[src/rtl/timer_pkg.sv]
// Shared types, field widths and hh:mm:ss helpers for the countdown timer and
// the time-of-day clock display path.
package timer_pkg;

  localparam int unsigned HOUR_W = 5;
  localparam int unsigned MIN_W  = 6;
  localparam int unsigned SEC_W  = 6;

  localparam int unsigned HOUR_MAX = 23;
  localparam int unsigned MIN_MAX  = 59;
  localparam int unsigned SEC_MAX  = 59;

  typedef enum logic [1:0] {
    ST_IDLE,
    ST_RUN,
    ST_PAUSE,
    ST_EXPIRED
  } state_e;

  typedef struct packed {
    logic [HOUR_W-1:0] hour;
    logic [MIN_W-1:0]  min;
    logic [SEC_W-1:0]  sec;
  } hms_t;

  // Saturate each field to its legal maximum.
  function automatic hms_t clamp_hms(hms_t v);
    hms_t r;
    r = v;
    if (v.hour > HOUR_W'(HOUR_MAX)) r.hour = HOUR_W'(HOUR_MAX);
    if (v.min  > MIN_W'(MIN_MAX))   r.min  = MIN_W'(MIN_MAX);
    if (v.sec  > SEC_W'(SEC_MAX))   r.sec  = SEC_W'(SEC_MAX);
    return r;
  endfunction

  // One-second decrement with borrow; never called on 00:00:00.
  function automatic hms_t dec_hms(hms_t v);
    hms_t r;
    r = v;
    if (v.sec != '0) begin
      r.sec = v.sec - SEC_W'(1);
    end else begin
      r.sec = SEC_W'(SEC_MAX);
      if (v.min != '0) begin
        r.min = v.min - MIN_W'(1);
      end else begin
        r.min  = MIN_W'(MIN_MAX);
        r.hour = v.hour - HOUR_W'(1);
      end
    end
    return r;
  endfunction

endpackage

[src/rtl/countdown_timer_if.sv]
// Command and status bundle between a controller and the countdown timer.
interface countdown_timer_if;
  import timer_pkg::*;

  logic              load;
  logic [HOUR_W-1:0] load_hour;
  logic [MIN_W-1:0]  load_min;
  logic [SEC_W-1:0]  load_sec;
  logic              start;
  logic              pause;

  logic [HOUR_W-1:0] hour_cnt;
  logic [MIN_W-1:0]  min_cnt;
  logic [SEC_W-1:0]  sec_cnt;
  logic              running;
  logic              expired;
  logic              done;

  modport master (
    output load, load_hour, load_min, load_sec, start, pause,
    input  hour_cnt, min_cnt, sec_cnt, running, expired, done
  );

  modport slave (
    input  load, load_hour, load_min, load_sec, start, pause,
    output hour_cnt, min_cnt, sec_cnt, running, expired, done
  );

endinterface

[src/rtl/countdown_tick.sv]
// One-second tick divider: counts 0..TICK_DIV-1 while enabled, ticks on the
// last count and wraps. A held (disabled) divider keeps its value.
module countdown_tick #(
  parameter int unsigned TICK_DIV = 100_000_000
) (
  input  logic clk,
  input  logic rst,
  input  logic clr,
  input  logic en,
  output logic tick
);

  localparam int unsigned CNT_W = (TICK_DIV > 1) ? $clog2(TICK_DIV) : 1;
  localparam logic [CNT_W-1:0] LAST = CNT_W'(TICK_DIV - 1);

  logic [CNT_W-1:0] div_q, div_d;

  assign tick = en && (div_q == LAST);

  always_comb begin
    div_d = div_q;
    if (clr) begin
      div_d = '0;
    end else if (en) begin
      div_d = tick ? '0 : div_q + CNT_W'(1);
    end
  end

  always_ff @(posedge clk) begin
    if (rst) begin
      div_q <= '0;
    end else begin
      div_q <= div_d;
    end
  end

endmodule

[src/rtl/countdown_timer.sv]
// hh:mm:ss countdown timer: load/start/pause control FSM, borrow chain and
// expiry flagging, driven by a one-second tick divider.
module countdown_timer
  import timer_pkg::*;
#(
  parameter int unsigned TICK_DIV = 100_000_000
) (
  input  logic               clk,
  input  logic               rst,
  countdown_timer_if.slave   bus
);

  state_e state_q, state_d;
  hms_t   cnt_q, cnt_d;
  logic   done_q, done_d;
  logic   running_q;
  logic   expired_q;

  hms_t   load_val;
  logic   tick;
  logic   div_clr;
  logic   div_en;

  assign load_val = clamp_hms({bus.load_hour, bus.load_min, bus.load_sec});

  // Pause gates the divider on its own edge so a coincident tick stays pending.
  assign div_clr = bus.load || ((state_q == ST_IDLE) && bus.start);
  assign div_en  = (state_q == ST_RUN) && !bus.pause;

  countdown_tick #(
    .TICK_DIV (TICK_DIV)
  ) u_tick (
    .clk  (clk),
    .rst  (rst),
    .clr  (div_clr),
    .en   (div_en),
    .tick (tick)
  );

  always_comb begin
    state_d = state_q;
    cnt_d   = cnt_q;
    done_d  = 1'b0;
    if (bus.load) begin
      state_d = ST_IDLE;
      cnt_d   = load_val;
    end else begin
      unique case (state_q)
        ST_IDLE, ST_PAUSE: begin
          if (bus.start) begin
            if (cnt_q == '0) begin
              state_d = ST_EXPIRED;
              done_d  = 1'b1;
            end else begin
              state_d = ST_RUN;
            end
          end
        end
        ST_RUN: begin
          if (bus.pause) begin
            state_d = ST_PAUSE;
          end else if (tick) begin
            cnt_d = dec_hms(cnt_q);
            if (cnt_d == '0) begin
              state_d = ST_EXPIRED;
              done_d  = 1'b1;
            end
          end
        end
        ST_EXPIRED: begin
          state_d = ST_EXPIRED;
        end
        default: begin
          state_d = ST_IDLE;
        end
      endcase
    end
  end

  always_ff @(posedge clk) begin
    if (rst) begin
      state_q   <= ST_IDLE;
      cnt_q     <= '0;
      done_q    <= 1'b0;
      running_q <= 1'b0;
      expired_q <= 1'b0;
    end else begin
      state_q   <= state_d;
      cnt_q     <= cnt_d;
      done_q    <= done_d;
      running_q <= (state_d == ST_RUN);
      expired_q <= (state_d == ST_EXPIRED);
    end
  end

  assign bus.hour_cnt = cnt_q.hour;
  assign bus.min_cnt  = cnt_q.min;
  assign bus.sec_cnt  = cnt_q.sec;
  assign bus.running  = running_q;
  assign bus.expired  = expired_q;
  assign bus.done     = done_q;

endmodule

[src/flat_wrapper.sv]
// flat-port wrapper written by rule: the top's interface ports become plain ports
module countdown_timer_flat import timer_pkg::*;
#(
  parameter int unsigned TICK_DIV = 100_000_000
)
  (clk, rst, bus_load, bus_load_hour, bus_load_min, bus_load_sec, bus_start, bus_pause, bus_hour_cnt, bus_min_cnt, bus_sec_cnt, bus_running, bus_expired, bus_done);
  countdown_timer_if bus_i ();
  input  logic clk;
  input  logic rst;
  input wire logic [$bits(bus_i.load)-1:0] bus_load;
  input wire logic [$bits(bus_i.load_hour)-1:0] bus_load_hour;
  input wire logic [$bits(bus_i.load_min)-1:0] bus_load_min;
  input wire logic [$bits(bus_i.load_sec)-1:0] bus_load_sec;
  input wire logic [$bits(bus_i.start)-1:0] bus_start;
  input wire logic [$bits(bus_i.pause)-1:0] bus_pause;
  output wire logic [$bits(bus_i.hour_cnt)-1:0] bus_hour_cnt;
  output wire logic [$bits(bus_i.min_cnt)-1:0] bus_min_cnt;
  output wire logic [$bits(bus_i.sec_cnt)-1:0] bus_sec_cnt;
  output wire logic [$bits(bus_i.running)-1:0] bus_running;
  output wire logic [$bits(bus_i.expired)-1:0] bus_expired;
  output wire logic [$bits(bus_i.done)-1:0] bus_done;
  assign bus_i.load = bus_load;
  assign bus_i.load_hour = bus_load_hour;
  assign bus_i.load_min = bus_load_min;
  assign bus_i.load_sec = bus_load_sec;
  assign bus_i.start = bus_start;
  assign bus_i.pause = bus_pause;
  assign bus_hour_cnt = bus_i.hour_cnt;
  assign bus_min_cnt = bus_i.min_cnt;
  assign bus_sec_cnt = bus_i.sec_cnt;
  assign bus_running = bus_i.running;
  assign bus_expired = bus_i.expired;
  assign bus_done = bus_i.done;
  countdown_timer #(.TICK_DIV(TICK_DIV)) u_core (.clk(clk), .rst(rst), .bus(bus_i));
endmodule
[config.mk]
export PLATFORM = sky130hd
export DESIGN_NAME = countdown_timer_flat
export DESIGN_NICKNAME = d
export VERILOG_FILES = /design/src/rtl/timer_pkg.sv /design/src/rtl/countdown_timer_if.sv /design/src/rtl/countdown_tick.sv /design/src/rtl/countdown_timer.sv /design/src/flat_wrapper.sv
export SDC_FILE = /design/constraint.sdc
export NUM_CORES = 1
export LEC_CHECK = 0
export ABC_AREA = 1
export CORE_MARGIN = 5
export CORE_UTILIZATION = 52
export CTS_CLUSTER_SIZE = 14
export DETAILED_ROUTE_END_ITERATION = 12
export PLACE_DENSITY = 0.76
export REMOVE_ABC_BUFFERS = 1
export SKIP_LAST_GASP = 1
export SYNTH_ARGS = -nofsm -noshare
export SYNTH_HDL_FRONTEND = slang
export SYNTH_HIERARCHICAL = 1
export SYNTH_SLANG_ARGS = --single-unit
[constraint.sdc]
create_clock -name clk -period 2.6 [get_ports clk]
set_input_delay 0.65 -clock clk [delete_from_list [all_inputs] [get_ports clk]]
set_output_delay 0.65 -clock clk [all_outputs]
set_load 0.02 [all_outputs]
==> results.md <==
* Layout cell share with drive strength beyond 1 at 8.35%
* Drt wl/cell at 12.8 µm
* HP Class: flop to flop
* Fillers at 553
* RSZ-0062 raised after global routing: false
* Setup violations, final at 0
* Logic pwr share at 20.5%
* Worst Path Required at 2810 ps
* LEAKAGE at 1.42 nW
* Clock latency on the worst-skew pair at 300 ps
* NumNets Final at 568
* Clock Skews at 9.64 ps
* Synth area leaders: dfxtp_1 (32%), nand2_1 (16%), nor2_1 (11%)
* Final core occ at 63.2%
* Post-synth EDFFs at 0
* Post-Route WL at 7.86 mm
* Cell Pwr Density at 427 mW/mm²
* Fin cells at 614
* Crit path kind: input port to flop
* Routed Antenna Nets at 0
* Clk buf depth at 2
* Root Driver: clkbuf_8
* Die area at 0.00759 mm²
* Drt via density at 5.28
* Postcts setup bufs at 0
* Total GRT Usage at 21.3%
* Peak VDD IR at 0.328 mV
* Post-Syn Area at 0.00309 mm²
* First-pass GRT wire length at 13.2 mm
* Pin count of the biggest net entering global routing at 19
* Die height at 87.1 µm
* Core ar. at 0.00585 mm²
* Total congestion overflow at 0
* Resized cells post-CTS at 0
* Critical path endpoint category: flop
* Post-DP HPWL at 6.11 mm
* Hold_sp: u_core/bus.min_cnt[1]$_SDFFE_PP0P_
* Final period utilization at 81.6%
* CTS Sinks at 49
* P_sw at 0.461 mW
* Synth Register Bits at 49
* Gate Count Post-Synth at 491
* Reg clk slew, reported paths at 90 ps
* MaxCap Viol Count at 0
* Actual slew at the worst max-slew pin at 440 ps
* Sequential share of the synthesized area at 31.7%
* Die W at 87.1 µm
* Inst Count DP at 607
* Area Growth Syn to Fin at 19.6%
* Vias in the first global route at 2,958
* Async SR Flop Fraction at 0%
* Max-slew violations at 0
* Share of the synthesized area in the top cell type at 31.7%
* CTS H-tree lvls at 2
* Syn. warnings at 6
* CTS tree: yes
* Cell taking the most area after synthesis: dfxtp_1
* Final routed DRC violation total at 0
* Max_slew headroom at 70.6%
* Worst setup path start: bus_pause
* Initial antenna violation count at 0
* # rows at 28
* Most instantiated cells after synthesis: nand2_1 (133), nor2_1 (88), inv_1 (53), dfxtp_1 (49), nand3_1 (38)
* Ys flop type: dfxtp_1
* Register area at 981 µm²
* Number of port buffers at 41
* Min cycle time layout at 2120 ps
* Flop pwr share at 50.4%
* Total negative slack at 0 ps
* Clk pwr share at 29.1%
* Avg Inst Size Synth at 6.30 µm²
* DR vias at 3,240
* CTS Buf Count at 5
* Drt first pass iters at 4
* Net Sw Frac at 29.2%
* Multi-input logic area at 0.00185 mm²
* Post-CTS Hold Fix Bufs at 0
* Ports at 42
* Initial Util at 52.8%
* RePlAce Congestion at 0.849
* Peak fanout along the critical path at 6
* Worst setup SP type: input port
* Netlist cell types at 35
* Initial drt markers at 171
* Crit path DAT at 2330 ps
* Final Hold Fails at 0
* Status: finished, final reports clean
* Diode count at 0
* FMAX at 471 MHz
* Count leader, synth: nand2_1
* Cell-internal power at 1.12 mW
* Worst r2r src: u_core/bus.sec_cnt[0]$_SDFFE_PP0P_
-- metrics by stage --
step | instance area (µm²) | setup WS (ps) | hold slack [ps] | power [mW]
floorplan | 3040 | 301 | 475 | 1.01
global placement | 3610 | 246 | 505 | 1.13
detailed placement | 3610 | 183 | 508 | 1.13
CTS | 3700 | 489 | 525 | 1.60
global route | 3700 | 259 | 551 | 1.67
finish | 3700 | 479 | 532 | 1.58
-- path summary, 6_finish.rpt --
check,end,slack [ps],cells after the start
setup / recovery,u_core/bus.sec_cnt[3]$_SDFFE_PP0P_,480,13
hold / removal,u_core/bus.min_cnt[1]$_SDFFE_PP0P_,530,2
setup reg to reg,u_core/state_q[1]$_SDFF_PP0_,540,12
hold reg to reg,u_core/bus.min_cnt[1]$_SDFFE_PP0P_,530,2
-- state kept, by name, indices dropped and copies added (netlist names) --
signal / count
u_core/bus.done: 1
u_core/state_q: 2
u_core/bus.expired: 1
u_core/bus.hour_cnt: 5
u_core/u_tick/div_q: 27
u_core/bus.min_cnt: 6
u_core/bus.running: 1
u_core/bus.sec_cnt: 6
-- power by group through the flow --
stage / combinational [mW] / clock (mW) / sequential (mW)
final: 0.324 / 0.459 / 0.795
after global routing: 0.359 / 0.509 / 0.798
after CTS: 0.323 / 0.478 / 0.795
after detailed placement: 0.321 / 0 / 0.812
after global placement: 0.318 / 0 / 0.812
after floorplan: 0.180 / 0 / 0.827
-- critical path: stages --
cell	delay [ps]
clkdlybuf4s50_1	440
nor2_4	130
nand2_1	70
inv_1	50
nand2_1	40
nor2_1	70
nand2_1	60
nor2_2	110
nand2_1	80
nor2_1	150
buf_4	180
nand2_1	60
a31oi_1	220
-- per-layer routing --
layer | vias to the layer above | wire (µm) | global-route usage, %
met3 | 21 | 425 | 3.78
met4 | 0 | 200 | 7.53
li1 | 1663 | - | -
met1 | 1471 | 3360 | 25.4
met2 | 85 | 3870 | 38.2
met5 | - | 0 | 0
-- area by class of cell --
class,instances,area share [%]
clock inverters,1,0.203
clock buffers,6,2.23
flip-flops and latches,49,26.5
well taps,75,2.54
inverters,57,5.78
multi-input cells,377,50.0
repair buffers,49,12.7
-- cell usage in the layout (no fill, tap or decap), types with 6 or more instances in the layout --
master           netlist  routed
clkdlybuf4s50_1        0      41
a21oi_1               16      16
inv_1                 53      53
a31oi_1               13      13
nand4_1                7       7
buf_4                  0       8
ha_1                   7       7
dfxtp_1               49      49
clkbuf_8               0       6
nand2_1              133     133
nor2_4                 6       6
nand3_1               38      38
nor2_2                10      10
xor2_1                 7       7
nor3_1                 8       8
o21ai_0               16      16
nor2_1                88      88
-- logic make-up after synthesis --
group           Yosys count  synth area share [%]
compound gates           51                  9.23
simple gates            309                  44.9
flops                    49                  31.7
xor+xnor                 10                  2.83
buf+inv                  65                  8.46
fa+ha+maj                 7                  2.83
(Power assumes the default switching activity.)
